[src/rtl/queue_pkg.sv]
// Shared types and width helpers for stage_queue instances.
// Widths are functions of DEPTH/LANES so every instance derives its own typedefs.
package queue_pkg;

    localparam int QUEUE_MAX_LANES = 4;

    function automatic int ptr_bits(input int depth);
        return (depth > 1) ? $clog2(depth) : 1;
    endfunction

    function automatic int cnt_bits(input int depth);
        return $clog2(depth + 1);
    endfunction

    function automatic int pop_bits(input int lanes);
        return $clog2(lanes + 1);
    endfunction

    function automatic int popcount_lanes(input logic [QUEUE_MAX_LANES-1:0] v);
        int n;
        n = 0;
        for (int i = 0; i < QUEUE_MAX_LANES; i++) begin
            if (v[i]) n = n + 1;
        end
        return n;
    endfunction

endpackage

[src/rtl/stage_queue_if.sv]
// Producer/consumer handshake bundle of a stage_queue.
// slave = queue side, master = surrounding pipeline side.
interface stage_queue_if
    import queue_pkg::*;
#(
    parameter int LANES  = 2,
    parameter int DEPTH  = 8,
    parameter int DATA_W = 64
) ();

    localparam int POP_W = pop_bits(LANES);
    localparam int CNT_W = cnt_bits(DEPTH);

    logic                    flush;
    logic [LANES-1:0]        in_valid;
    logic [LANES*DATA_W-1:0] in_data;
    logic                    in_ready;
    logic [LANES-1:0]        out_valid;
    logic [LANES*DATA_W-1:0] out_data;
    logic [POP_W-1:0]        out_pop;
    logic [CNT_W-1:0]        count;

    modport slave (
        input  flush, in_valid, in_data, out_pop,
        output in_ready, out_valid, out_data, count
    );

    modport master (
        output flush, in_valid, in_data, out_pop,
        input  in_ready, out_valid, out_data, count
    );

endinterface

[src/rtl/lane_compact.sv]
// Packs sparse valid lanes into ascending slots 0..n-1 and reports n.
// Purely combinational; feeds both the storage write port and the bypass path.
module lane_compact
    import queue_pkg::*;
#(
    parameter int LANES  = 2,
    parameter int DATA_W = 64
) (
    input  logic [LANES-1:0]          i_valid,
    input  logic [LANES*DATA_W-1:0]   i_data,
    output logic [LANES-1:0]          o_valid,
    output logic [LANES*DATA_W-1:0]   o_data,
    output logic [pop_bits(LANES)-1:0] o_cnt
);

    localparam int CW = pop_bits(LANES);

    always_comb begin
        int pre;
        // NOTE: every output gets a default before the loops so no path leaves it unassigned (no latch).
        o_data  = '0;
        o_valid = '0;
        pre     = 0;
        for (int i = 0; i < LANES; i++) begin
            // Lane i lands in the slot equal to the number of valid lanes below it.
            for (int j = 0; j < LANES; j++) begin
                if (i_valid[i] && (pre == j)) o_data[j*DATA_W +: DATA_W] = i_data[i*DATA_W +: DATA_W];
            end
            if (i_valid[i]) pre = pre + 1;
        end
        for (int j = 0; j < LANES; j++) begin
            o_valid[j] = (pre > j);
        end
        o_cnt = CW'(popcount_lanes(QUEUE_MAX_LANES'(i_valid)));
    end

endmodule

[src/rtl/stage_queue.sv]
// Multi-lane decoupling queue between in-order front-end stages.
// Optional zero-latency pass-through when empty: define STAGE_QUEUE_BYPASS_EN.
module stage_queue
    import queue_pkg::*;
#(
    parameter int LANES  = 2,
    parameter int DEPTH  = 8,
    parameter int DATA_W = 64
) (
    input  logic         clk,
    input  logic         reset,
    stage_queue_if.slave q
);

    localparam int PTR_W = ptr_bits(DEPTH);
    localparam int CNT_W = cnt_bits(DEPTH);
    localparam int POP_W = pop_bits(LANES);
    localparam int SUM_W = CNT_W + 1;

    typedef logic [PTR_W-1:0] qptr_t;
    typedef logic [CNT_W-1:0] qcnt_t;
    typedef logic [SUM_W-1:0] qsum_t;

    qptr_t             r_head;
    qptr_t             r_tail;
    qcnt_t             r_count;
    logic [DATA_W-1:0] r_mem [DEPTH];

    logic [LANES-1:0]        w_cvalid;
    logic [LANES*DATA_W-1:0] w_cdata;
    logic [POP_W-1:0]        w_ccnt;
    logic                    w_in_ready;
    logic                    w_push_ok;
    logic                    w_bypass;
    qsum_t                   w_push_n;
    qsum_t                   w_avail;
    qsum_t                   w_pop_req;
    qsum_t                   w_pop;
    qsum_t                   w_skip;
    qsum_t                   w_push_store;
    qsum_t                   w_pop_store;
    logic [LANES-1:0]        w_wr_en;
    qptr_t                   w_wr_ptr [LANES];
    logic [LANES-1:0]        w_thermo;
    logic [LANES*DATA_W-1:0] w_rdata;

    lane_compact #(.LANES(LANES), .DATA_W(DATA_W)) u_compact (
        .i_valid (q.in_valid),
        .i_data  (q.in_data),
        .o_valid (w_cvalid),
        .o_data  (w_cdata),
        .o_cnt   (w_ccnt)
    );

    // Ready looks only at registered occupancy: no consumer->producer combinational path.
    assign w_in_ready = (qsum_t'(DEPTH) - qsum_t'(r_count)) >= qsum_t'(LANES);
    assign w_push_ok  = w_in_ready && !q.flush;

`ifdef STAGE_QUEUE_BYPASS_EN
    assign w_bypass = (r_count == '0) && !q.flush;
`else
    assign w_bypass = 1'b0;
`endif

    always_comb begin
        w_push_n     = w_push_ok ? qsum_t'(w_ccnt) : '0;
        w_avail      = qsum_t'(r_count) + (w_bypass ? w_push_n : '0);
        w_pop_req    = qsum_t'(q.out_pop);
        w_pop        = (w_pop_req > w_avail) ? w_avail : w_pop_req;
        // Lanes consumed straight off the bypass never touch storage.
        w_skip       = w_bypass ? w_pop : '0;
        w_pop_store  = w_pop - w_skip;
        w_push_store = w_push_n - w_skip;
        for (int j = 0; j < LANES; j++) begin
            w_wr_en[j]  = (qsum_t'(j) >= w_skip) && (qsum_t'(j) < w_push_n);
            w_wr_ptr[j] = r_tail + qptr_t'(qsum_t'(j) - w_skip);
        end
    end

    always_comb begin
        w_thermo = '0;
        w_rdata  = '0;
        for (int i = 0; i < LANES; i++) begin
            w_thermo[i] = (qsum_t'(r_count) > qsum_t'(i));
            w_rdata[i*DATA_W +: DATA_W] = r_mem[r_head + qptr_t'(i)];
        end
    end

    assign q.in_ready  = w_in_ready;
    assign q.out_valid = w_bypass ? w_cvalid : w_thermo;
    assign q.out_data  = w_bypass ? w_cdata : w_rdata;
    assign q.count     = r_count;

    always_ff @(posedge clk) begin
        if (reset || q.flush) begin
            r_head  <= '0;
            r_tail  <= '0;
            r_count <= '0;
        end else begin
            r_head  <= r_head + qptr_t'(w_pop_store);
            r_tail  <= r_tail + qptr_t'(w_push_store);
            r_count <= qcnt_t'(qsum_t'(r_count) + w_push_store - w_pop_store);
        end
    end

    // NOTE: storage is deliberately not reset; occupancy alone decides which entries are meaningful.
    always_ff @(posedge clk) begin
        for (int j = 0; j < LANES; j++) begin
            if (w_wr_en[j]) r_mem[w_wr_ptr[j]] <= w_cdata[j*DATA_W +: DATA_W];
        end
    end

    always_ff @(posedge clk) begin
        if (!reset) begin
            assert (w_pop_req <= w_avail)
            else $error("stage_queue: out_pop exceeds available entries");
        end
    end

endmodule

[src/flat_wrapper.sv]
// flat-port wrapper written by rule: the top's interface ports become plain ports
module stage_queue_flat import queue_pkg::*;
#(
    parameter int LANES  = 2,
    parameter int DEPTH  = 8,
    parameter int DATA_W = 64
)
  (clk, reset, q_flush, q_in_valid, q_in_data, q_out_pop, q_in_ready, q_out_valid, q_out_data, q_count);
  stage_queue_if #(.LANES(LANES), .DEPTH(DEPTH), .DATA_W(DATA_W)) q_i ();
  input  logic clk;
  input  logic reset;
  input wire logic [$bits(q_i.flush)-1:0] q_flush;
  input wire logic [$bits(q_i.in_valid)-1:0] q_in_valid;
  input wire logic [$bits(q_i.in_data)-1:0] q_in_data;
  input wire logic [$bits(q_i.out_pop)-1:0] q_out_pop;
  output wire logic [$bits(q_i.in_ready)-1:0] q_in_ready;
  output wire logic [$bits(q_i.out_valid)-1:0] q_out_valid;
  output wire logic [$bits(q_i.out_data)-1:0] q_out_data;
  output wire logic [$bits(q_i.count)-1:0] q_count;
  assign q_i.flush = q_flush;
  assign q_i.in_valid = q_in_valid;
  assign q_i.in_data = q_in_data;
  assign q_i.out_pop = q_out_pop;
  assign q_in_ready = q_i.in_ready;
  assign q_out_valid = q_i.out_valid;
  assign q_out_data = q_i.out_data;
  assign q_count = q_i.count;
  stage_queue #(.LANES(LANES), .DEPTH(DEPTH), .DATA_W(DATA_W)) u_core (.clk(clk), .reset(reset), .q(q_i));
endmodule
[config.mk]
export PLATFORM = sky130hd
export DESIGN_NAME = stage_queue_flat
export DESIGN_NICKNAME = d
export VERILOG_FILES = /design/src/rtl/queue_pkg.sv /design/src/rtl/stage_queue_if.sv /design/src/rtl/lane_compact.sv /design/src/rtl/stage_queue.sv /design/src/flat_wrapper.sv
export SDC_FILE = /design/constraint.sdc
export NUM_CORES = 1
export LEC_CHECK = 0
export CORE_MARGIN = 8
export CORE_UTILIZATION = 43
export CTS_BUF_LIST = sky130_fd_sc_hd__clkbuf_2 sky130_fd_sc_hd__clkbuf_4 sky130_fd_sc_hd__clkbuf_8
export DETAILED_ROUTE_END_ITERATION = 6
export PLACE_DENSITY = 0.61
export SLEW_MARGIN = 10
export SYNTH_ARGS = -nofsm -noshare
export SYNTH_HDL_FRONTEND = slang
export SYNTH_HIERARCHICAL = 1
export SYNTH_SLANG_ARGS = --single-unit
[constraint.sdc]
create_clock -name clk -period 8.4 [get_ports clk]
set_input_delay 2.52 -clock clk [delete_from_list [all_inputs] [get_ports clk]]
set_output_delay 2.52 -clock clk [all_outputs]
set_load 0.02 [all_outputs]
==> out/qor.csv <==
metric,value,unit
final_design_area_no_fill,36700,um^2
hp-start,u_core/r_tail[2],
drive_gt1_share,49.6,%
drt-initial-drc-count,1230,
place_area,35000,um^2
peakVddDrop,0.000167,V
min_to,u_core/r_tail[2],
cts_setup_buffers,0,
fin_crit_sh,81.7,%
clock-root-buffer,clkbuf_8,
dieHeight,287,um
synth_nets,1978,
globalplace.congestion,0.771,
port_buffers,269,
vias,18900,
tritoncts,built,
grt_pass1_wl,136000,um
clkPwrFrac,23.9,%
max_slew.worst_pin.slew,1.12,ns
path_clk_slew,0.06,ns
core-area,72800,um^2
outcome,completed,
layout_commonest_cell,mux2_2,
netSwitchingFraction,33.6,%
power.total,9.39,mW
final_cell_mix,"mux2_2, edfxtp_1, clkdlybuf4s50_1, mux4_2, clkbuf_8",
criticalPathCategory,register to primary output,
setup_violations,0,
hold_class,register to register,
r2r-start,u_core/q.count[1],
avgSynthCellArea,17.4,um^2
track_usage,22.3,%
power-per-cell-area,256,nW/um^2
drv_cap,0,
grt_max_degree,75,
cp_max_fo,74,
arrival,4.35,ns
hold_depth,2,
worstRegToRegCells,12,
antenna_found_initial,5,
clkSinkCount,522,
tns,0,ns
worst_hold_slack,0.668,ns
cp-end-kind,primary output,
hold_viol,0,
initial_core_util,43.4,%
p_int,6.24,mW
cts_hold_buf,0,
cp-start-kind,register,
seqPwrFrac,34.3,%
num-fill-cells,6061,
place_ws,2.12,ns
area_growth_syn_to_layout,16.2,%
routed_via_density,6.07,
routedWlPerCell,30.4,um
dp.final_hpwl,52300,um
slew_viol_final,0,
max_freq,146,MHz
rsz0062_at_grt,no,
stdcell_count,3106,
finClkSkew,0.0201,ns
cts.repair.resized,0,
synthCells,1817,
dieArea,82400,um^2
p_switching,3.15,mW
grt_pass1_vias,20000,
place_inst,2946,
r2r_slack,4.40,ns
combPwrFrac,41.8,%
finalNetCount,2242,
clk_path_buf_depth,3,
fin_crit,6.87,ns
drcViolationCount,0,
p_leak,11.9,nW
wl,94400,um
setup_ws,1.53,ns
grt-ovfl-total,0,
insertion_delay,0.66,ns
synth_area,31600,um^2
yosys_warnings,6,
postRouteAntennaNets,0,
io-pin-count,270,
cts_buffers,92,
htree_levels,3,
maxSlewHeadroom,25.6,%
row_count,99,
first_pass_iters,5,
die_w,287,um
required,5.88,ns
worstReg2RegEnd,u_core/q.count[3],
final_util,50.4,%
metal layers:
metal	vias to the layer above	GRT usage (%)	part of all wire, %
met1	9951	28.3	41
met2	663	38.3	50
met5	-	0	0.014
li1	8087	-	-
met4	2	6.23	2.2
met3	151	4.77	6.7
cell type report:
type / count / area, um^2 / share of cell area [%]
Clock buffer: 122 / 1500 / 4.10
Multi-Input combinational cell: 1140 / 15100 / 41.1
Timing Repair Buffer: 313 / 3100 / 8.44
Sequential cell: 522 / 15600 / 42.5
Clock inverter: 32 / 183 / 0.498
Antenna cell: 6 / 15.0 / 0.0409
Inverter: 12 / 45.0 / 0.123
Tap cell: 959 / 1200 / 3.27
critical path, cell delays in order, from the launching register on:
cell and delay, ns:
dfxtp_4 0.99, ha_4 0.87, buf_12 0.50, mux4_2 0.38
mux2_2 0.33, clkdlybuf4s50_1 0.56
how the worst max path moves through the flow:
stage	start	slack [ns]	cells past startpoint	endpoint
2_1_floorplan	q_in_valid[0]	1.55	6	u_core/r_mem[6][0]
3_3_place_gp	u_core/r_head[1]	2.15	5	q_out_data[127]
3_5_place_dp	u_core/r_head[1]	2.12	5	q_out_data[127]
4_1_cts	u_core/r_head[1]	1.38	5	q_out_data[127]
5_1_grt	u_core/r_head[1]	1.28	5	q_out_data[127]
6_report	u_core/r_head[1]	1.53	5	q_out_data[127]
registers in the layout (all words and copies together) (netlist names):
| name | cells |
|---|---|
| u_core/r_mem | 512 |
| u_core/q.count | 4 |
| u_core/r_tail | 3 |
| u_core/r_head | 3 |
power groups by stage:
stage	combinational (mW)	clock [mW]	sequential (mW)
after floorplan	2.54	0	3.21
after global placement	3.95	0	3.27
after detailed placement	3.97	0	3.28
after CTS	4.00	2.31	3.23
after global routing	4.14	2.41	3.24
final	3.93	2.24	3.22
Note: power is estimated with default switching activity, not from simulation.
==> patch: new RTL, config.mk and constraints unchanged <==
Add a define of `STAGE_QUEUE_BYPASS_EN`.
--- a/src/rtl/stage_queue.sv
+++ b/src/rtl/stage_queue.sv
@@ -1,4 +1,6 @@
 // Multi-lane decoupling queue between in-order front-end stages.
 // Optional zero-latency pass-through when empty: define STAGE_QUEUE_BYPASS_EN.
+`define STAGE_QUEUE_BYPASS_EN
+
 module stage_queue
     import queue_pkg::*;
Function: changed (a bounded check fails within 4 cycles, from zero or initial values).
==> patch against the unedited design <==
Final area grew 10%. Count of clock-buffer cells in the layout grew 4. Wire length grew 7.0%. Sequential cell count is the same. Global-route usage shrank 0.12 points. Total power grew 20%. Setup slack lost 1200 ps. Sequential power grew 11%. Synthesized area grew 8.4%. Largest cell class is now multi-input gates.
==> patch: results <==
{
  "ys_ff_latch": 522,
  "outcome": "complete, no violations",
  "worst_ir_drop_vdd_mv": 0.166,
  "ys_warn_count": 6,
  "regToRegSetupSlack_ps": 1450,
  "layout-drive-gt1-share_pct": 42.2,
  "slowest_delay_ps": 710,
  "grt_pass1_vias": 22861,
  "synthArstFlopShare_pct": 0,
  "timing.rr.end": "u_core/r_mem[7][10]",
  "r2r_start": "u_core/q.count[1]",
  "dpl.hpwl_um": 61500,
  "r2r_cells": 24,
  "antenna_found_initial": 2,
  "hold_start": "u_core/r_tail[0]",
  "crit_slowest_cell": "clkdlybuf4s50_1",
  "numCtsBuffers": 91,
  "cts.path.max_buffers": 3,
  "grtUsageTotal_pct": 22.1,
  "netlist-cell-type-count": 49,
  "totalWireLength_um": 101000,
  "cts_resized": 0,
  "worstPathMaxFanout": 15,
  "grt_max_degree": 141,
  "nets": 2600,
  "yosysSeqAreaShare_pct": 45.5,
  "post_cts_buffers": 0,
  "port-buffer-count": 269,
  "max-cap-violations": 0,
  "cts-root-buf": "clkbuf_8",
  "postCtsHoldBufs": 0,
  "dpl_cell_area_um2": 38600,
  "drtIter0Drc": 1583,
  "clk_pin_slew_worst_paths_ps": 60,
  "hp-class": "reg2reg",
  "slew_headroom_pct": 14.0,
  "largest_reg_flops": 512,
  "hold_depth": 2,
  "syn_nets": 2316,
  "dr.pass1.iters": 5,
  "viasPerCell": 5.97,
  "grt_pass1_wl_um": 150000,
  "leakagePower_nw": 14.7,
  "synth_common_cells": "512 x edfxtp_1, 344 x mux2_4, 256 x mux4_2",
  "clkLatencyLatePin_ps": 670,
  "htree_levels": 3,
  "fin_skew_ps": 25.9,
  "synth_edf_count": 512,
  "holdPathEnd": "u_core/r_tail[0]",
  "gp_congestion": 0.815,
  "cp.arrival_ps": 5550,
  "yosys-top-cells-area": "edfxtp_1 45%, mux4_2 17%, mux2_4 15%"
}
==> patch: cell type report <==
type	instances	area [um2]
sequential	522	15600
clock buffer	126	1530
fill	6645	38500
multi-input combinational	1418	17700
clock inverter	42	243
inverter	24	90.1
timing repair buffer	374	3920
tap	1050	1310
antenna	1	2.50
==> patch: worst max-delay path, delay by kind of cell <==
kind,cells,cell delay [ps]
buf+inv,5,2020
simple gates,2,560
fa+ha+maj,1,220
compound gates,1,210
==> patch: how the worst max path moves through the flow <==
stage | start | end | depth (start not counted)
floorplan | q_in_valid[1] | u_core/r_mem[0][0] | 18
global placement | q_in_valid[0] | u_core/r_mem[7][3] | 22
detailed placement | q_in_valid[0] | u_core/r_mem[7][10] | 22
CTS | q_in_valid[0] | q_out_data[114] | 9
global route | q_in_valid[0] | q_out_data[114] | 9
finish | q_in_valid[0] | q_out_data[114] | 9
==> patch: per-layer routing <==
layer  vias up  share of wire [%]  track usage [%]
met5         -                  0                0
met4         0                2.2             6.10
met3       157                5.8             4.18
met2       731                 50             38.1
met1     11148                 42             28.5
li1       9200                  -                -
==> patch: logic make-up after synthesis <==
logic type | synth area share [%]
DFF | 45.5
other | 0.0219
xor gates and xnor gates | 0.358
adders and majority gates | 1.42
buffers and inverters | 3.58
and+or+nand+nor | 3.94
muxes | 41.3
AOI/OAI and AO/OA | 3.93
==> patch: through the flow <==
step / hold slack, ps / power [W] / cells / worst slack [ps] / utilization, %
floorplan: 578 / 0.00692 / 2147 / -256 / -
CTS: 689 / 0.0114 / 3556 / 343 / 51.2
finish: 665 / 0.0113 / 3557 / 327 / 51.2
global route: 717 / 0.0118 / 3557 / 247 / 51.2
detailed placement: 678 / 0.00908 / 3388 / 172 / 48.9
global placement: 638 / 0.00899 / 3388 / 177 / 48.9
==> patch: power breakdown <==
group / leakage [nW] / switching, W / internal (W)
sequential: 4.79 / 0.000222 / 0.00335
combinational: 8.95 / 0.00287 / 0.00252
clock: 0.947 / 0.00107 / 0.00124
